File: config.mk
export PLATFORM = sky130hd
export DESIGN_NAME = pong_game_ctrl
export DESIGN_NICKNAME = d
export VERILOG_FILES = /design/src/rtl/pong_game_ctrl.sv
export SDC_FILE = /design/constraint.sdc
export NUM_CORES = 1
export LEC_CHECK = 0
export CAP_MARGIN = 20
export CORE_MARGIN = 3
export CORE_UTILIZATION = 54
export DETAILED_ROUTE_END_ITERATION = 8
export PLACE_DENSITY = 0.79
export SLEW_MARGIN = 40
export SYNTH_ARGS = -nofsm -noshare
export SYNTH_HDL_FRONTEND = slang
export SYNTH_SLANG_ARGS = --single-unit
File: constraint.sdc
create_clock -name i_Clk -period 2.3 [get_ports i_Clk]
set_input_delay 0.23 -clock i_Clk [delete_from_list [all_inputs] [get_ports i_Clk]]
set_output_delay 0.23 -clock i_Clk [all_outputs]
set_load 0.05 [all_outputs]
File: src/rtl/pong_game_ctrl.sv
// Game-level sequencer for the pong ball controller: serve, lives, BCD rally score, game over.
// All outputs registered; an input edge sampled on one clock edge is visible the following cycle.
module pong_game_ctrl #(
    parameter int LIVES           = 3,
    parameter int STEPS_PER_POINT = 40
) (
    input  logic                       i_Clk,
    input  logic                       i_Reset_n,
    input  logic                       i_Start_Btn,
    input  logic                       i_Ball_Out,
    input  logic                       i_Ball_Step,
    output logic                       o_Ball_Reset,
    output logic                       o_Ball_Ready,
    output logic [$clog2(LIVES+1)-1:0] o_Lives,
    output logic [3:0]                 o_Score_Tens,
    output logic [3:0]                 o_Score_Ones,
    output logic                       o_Playing,
    output logic                       o_Game_Over
);

    localparam int LW = $clog2(LIVES + 1);
    localparam int SW = $clog2(STEPS_PER_POINT + 1);
    localparam logic [LW-1:0] LIVES_INIT = LW'(LIVES);
    localparam logic [SW-1:0] STEP_LAST  = SW'(STEPS_PER_POINT - 1);

    typedef enum logic [1:0] {
        S_IDLE = 2'd0,
        S_ARM  = 2'd1,
        S_PLAY = 2'd2,
        S_OVER = 2'd3
    } state_t;

    state_t          state, state_nxt;
    logic            start_prev, out_prev, step_prev;
    logic            start_evt, out_evt, step_evt;
    logic [SW-1:0]   step_cnt, step_cnt_nxt;
    logic [LW-1:0]   lives_nxt;
    logic [3:0]      tens_nxt, ones_nxt;

    assign start_evt = i_Start_Btn & ~start_prev;
    assign out_evt   = i_Ball_Out  & ~out_prev;
    assign step_evt  = i_Ball_Step & ~step_prev;

    always_comb begin
        state_nxt    = state;
        lives_nxt    = o_Lives;
        tens_nxt     = o_Score_Tens;
        ones_nxt     = o_Score_Ones;
        step_cnt_nxt = step_cnt;
        case (state)
            S_IDLE: begin
                lives_nxt    = LIVES_INIT;
                tens_nxt     = 4'd0;
                ones_nxt     = 4'd0;
                step_cnt_nxt = '0;
                if (start_evt) state_nxt = S_ARM;
            end
            S_ARM: begin
                state_nxt = S_PLAY;
            end
            S_PLAY: begin
                // A miss outranks a simultaneous step: the rally that just ended earns nothing.
                if (out_evt) begin
                    step_cnt_nxt = '0;
                    if (o_Lives == LW'(1)) begin
                        lives_nxt = '0;
                        state_nxt = S_OVER;
                    end else begin
                        lives_nxt = o_Lives - LW'(1);
                    end
                end else if (step_evt) begin
                    if (step_cnt == STEP_LAST) begin
                        step_cnt_nxt = '0;
                        if (!(o_Score_Tens == 4'd9 && o_Score_Ones == 4'd9)) begin
                            if (o_Score_Ones == 4'd9) begin
                                ones_nxt = 4'd0;
                                tens_nxt = o_Score_Tens + 4'd1;
                            end else begin
                                ones_nxt = o_Score_Ones + 4'd1;
                            end
                        end
                    end else begin
                        step_cnt_nxt = step_cnt + SW'(1);
                    end
                end
            end
            S_OVER: begin
                if (start_evt) begin
                    state_nxt    = S_ARM;
                    lives_nxt    = LIVES_INIT;
                    tens_nxt     = 4'd0;
                    ones_nxt     = 4'd0;
                    step_cnt_nxt = '0;
                end
            end
            default: begin
                state_nxt = S_IDLE;
            end
        endcase
    end

    always_ff @(posedge i_Clk) begin
        if (!i_Reset_n) begin
            state        <= S_IDLE;
            start_prev   <= 1'b1;
            out_prev     <= 1'b1;
            step_prev    <= 1'b1;
            step_cnt     <= '0;
            o_Lives      <= LIVES_INIT;
            o_Score_Tens <= 4'd0;
            o_Score_Ones <= 4'd0;
            o_Ball_Reset <= 1'b1;
            o_Ball_Ready <= 1'b0;
            o_Playing    <= 1'b0;
            o_Game_Over  <= 1'b0;
        end else begin
            state        <= state_nxt;
            start_prev   <= i_Start_Btn;
            out_prev     <= i_Ball_Out;
            step_prev    <= i_Ball_Step;
            step_cnt     <= step_cnt_nxt;
            o_Lives      <= lives_nxt;
            o_Score_Tens <= tens_nxt;
            o_Score_Ones <= ones_nxt;
            o_Ball_Reset <= (state_nxt == S_IDLE) || (state_nxt == S_OVER);
            o_Ball_Ready <= (state_nxt == S_ARM);
            o_Playing    <= (state_nxt == S_PLAY);
            o_Game_Over  <= (state_nxt == S_OVER);
        end
    end

endmodule

==> run metrics <==
status=completed; Post-CTS Hold Buffers=0; Seq cells post-synth=25; ys async rst share=0; top_reg_cell synth=dfxtp_1; vias=1,202; GR Overflow Total=0; RSZ-0062 raised after global routing=no; Area Overhead vs Synth=16.2%; design area=1620 sq um; count leader, synth=dfxtp_1; CP max stage delay=390 ps; routed wl met2=1410 microns; Post-Route M1 WL=1310 microns; number of flops mapped to enable cells by yosys=0; final non-filler cell total=206; Synth Area in XOR/XNOR=0.00627; Clock Skews=1.58 ps; normalized max-slew margin=0.653; setup bufs post-CTS=0; residual DRC count=0; CP top delay family=compound AO/OA/AOI/OAI gates; crit path max-delay cell type=or3_1; chip height=56.9 microns; GPL Wtd Cong=0.868; met3 routed WL=106 microns; Unique masters post-synth=44; Pwr Density=649 nW/um^2; Cells after DPL=202; Simple-Gate Fraction of Synth Area=0.282; Reg area=500 sq um; final core occ=0.694; antenna-violating nets left=0; # nets final=196; sum of buffers and inverters on the critical path=1; root buffer cell=clkbuf_4; Post-DP Area=1600 sq um; drt first pass iters=4; Multi-input gate area=821 sq um; Fillers=208; Crit Path Category=flop to flop; Cells after Synth=159; Synth Cell Area=1400 sq um; wire per inst=14.0 microns; setup TNS=0 ps; clock sinks=25; number of global-route vias before repair=1,174; startpoint type of the worst setup path=flop; Starting Density=0.597; initial antenna violation count=0; Worst IR Drop VDD=0.631 mV; CTS H-tree depth=1; Warnings, synthesis=0; dominant cells by area after synthesis=dfxtp_1, ha_1, o21ai_0; fmax=0.503 GHz; Slew @ Worst Pin=519 ps; Seq/Total Area, Yosys=0.358; crit path DAT=2250 ps; Final Max Tran Viols=0; largest fanout on the critical path=10; Tcrit/Tclk final=0.864; CTS Buffer Depth=2; Synth top cells by count=dfxtp_1, ha_1, inv_1, o21ai_0, nand3_1; post-synthesis compound-gate area fraction=0.185; max_cap viols=0; Avg Cell Area, Syn=8.78 sq um; fin crit period=1990 ps; # rows=17; final wirelength=2880 microns; I/O pin count=19; Iter 0 DRT Violations=34; Yosys top cell by area=dfxtp_1; post-synth top area share=0.358; Pleak=0.605 nW; combined global-route utilization of all metal layers=0.199; Critical Path, Cell by Cell=inv_1 -> ha_1 -> nor2_1 -> a21oi_4 -> o2111ai_2 -> or3_1 -> a21oi_1; adder-cell share of the synthesized area=0.108; Top Metal Used=met4; Antenna Cells=0; largest family of logic cells by synthesized area=simple AND/OR/NAND/NOR gates; syn nets=176; multiplexer area fraction after synthesis=0.00717; CTS buffer count=3; Clk Latency, worst-skew pair=310 ps; Via density=5.83; Die Width=56.9 microns; endpoints failing hold=0; final setup violation count=0; Worst setup EP type=flop; largest net degree at the start of global routing=16; CTS clk-pin slew, worst paths=130 ps; CP Data Required Time=2560 ps; Die ar.=3230 sq um; core area=2340 sq um; layout cells sized above 1=0.0674; I/O Buffers=18; post-DP HPWL=2190 microns; worst hold path type=input port to flop; CTS tree=built; first-pass GRT wire length=5200 microns; CTS resizes=0
-- power by group --
part	total, mW	switching (mW)	internal, mW
clock network	0.196	0.129	0.0678
logic	0.370	0.243	0.127
registers	0.488	0.0219	0.466
total	1.05	0.393	0.661
-- worst reg2reg max path, cell delays in order (launching register included) --
cell,delay [ps]
dfxtp_1,380
inv_1,70
ha_1,370
nor2_1,120
a21oi_4,260
o2111ai_2,200
or3_1,390
a21oi_1,150
-- registers in the layout, summed over array words and instances (netlist names) --
register      count
o_Ball_Ready      1
o_Ball_Reset      1
o_Game_Over       1
o_Lives           2
o_Playing         1
o_Score_Ones      4
o_Score_Tens      4
out_prev          1
start_prev        1
state             2
step_cnt          6
step_prev         1
-- cells by family (layout without fill, tap and decap cells) --
logic type               after synthesis  in the layout
AO/OA/AOI/OAI                         37             37
XOR/XNOR                               1              1
adder cells (fa/ha/maj)               12             12
buffers and inverters                 17             36
flip-flops                            25             25
multiplexers                           1              1
AND/OR/NAND/NOR                       66             66
-- stage by stage --
| stage | hold WS (ps) | setup WS, ps | power (mW) |
|---|---|---|---|
| floorplan | 331 | 368 | 0.770 |
| global placement | 474 | 365 | 0.854 |
| detailed placement | 508 | 285 | 0.866 |
| CTS | 500 | 320 | 1.06 |
| global route | 505 | 177 | 1.13 |
| finish | 511 | 312 | 1.05 |
-- layer usage --
layer  global-route usage  up-vias
li1                     -      609
met1                0.252      563
met2                0.327       26
met3               0.0368        4
met4               0.0894        0
met5                    0        -
-- area by class of cell --
type | count | share of cell area
multi-input combinational | 117 | 0.506
sequential | 25 | 0.308
timing repair buffer | 20 | 0.120
inverter | 12 | 0.0278
tap | 28 | 0.0216
clock buffer | 4 | 0.0162
-- final timing paths --
kind	startpoint	endpoint	slack, ps	cells past startpoint
worst max-delay path	state[0]$_SDFF_PN0_	step_cnt[5]$_SDFFE_PN0P_	310	7
worst min-delay path	i_Ball_Out	out_prev$_SDFF_PN1_	510	2
worst max register to register	state[0]$_SDFF_PN0_	step_cnt[5]$_SDFFE_PN0P_	310	7
worst min register to register	step_cnt[5]$_SDFFE_PN0P_	step_cnt[5]$_SDFFE_PN0P_	520	2
-- cells in the final DEF (no fill, tap or decap), types with 2 or more instances in the layout --
| cell | netlist | routed |
|---|---|---|
| buf_4 | 1 | 2 |
| and2_1 | 6 | 6 |
| dfxtp_1 | 25 | 25 |
| a21oi_1 | 7 | 7 |
| nor3_1 | 2 | 2 |
| o21a_1 | 2 | 2 |
| o211ai_1 | 5 | 5 |
| nand3_1 | 11 | 11 |
| inv_1 | 12 | 12 |
| ha_1 | 12 | 12 |
| o21ai_0 | 12 | 12 |
| nor4_1 | 3 | 3 |
| nor2_1 | 10 | 10 |
| nand2_1 | 7 | 7 |
| nor2b_1 | 3 | 3 |
| nand3b_1 | 4 | 4 |
| clkdlybuf4s50_1 | 0 | 18 |
| and3b_1 | 2 | 2 |
| nand2b_1 | 7 | 7 |
| clkbuf_4 | 0 | 3 |
(Power assumes the default switching activity.)
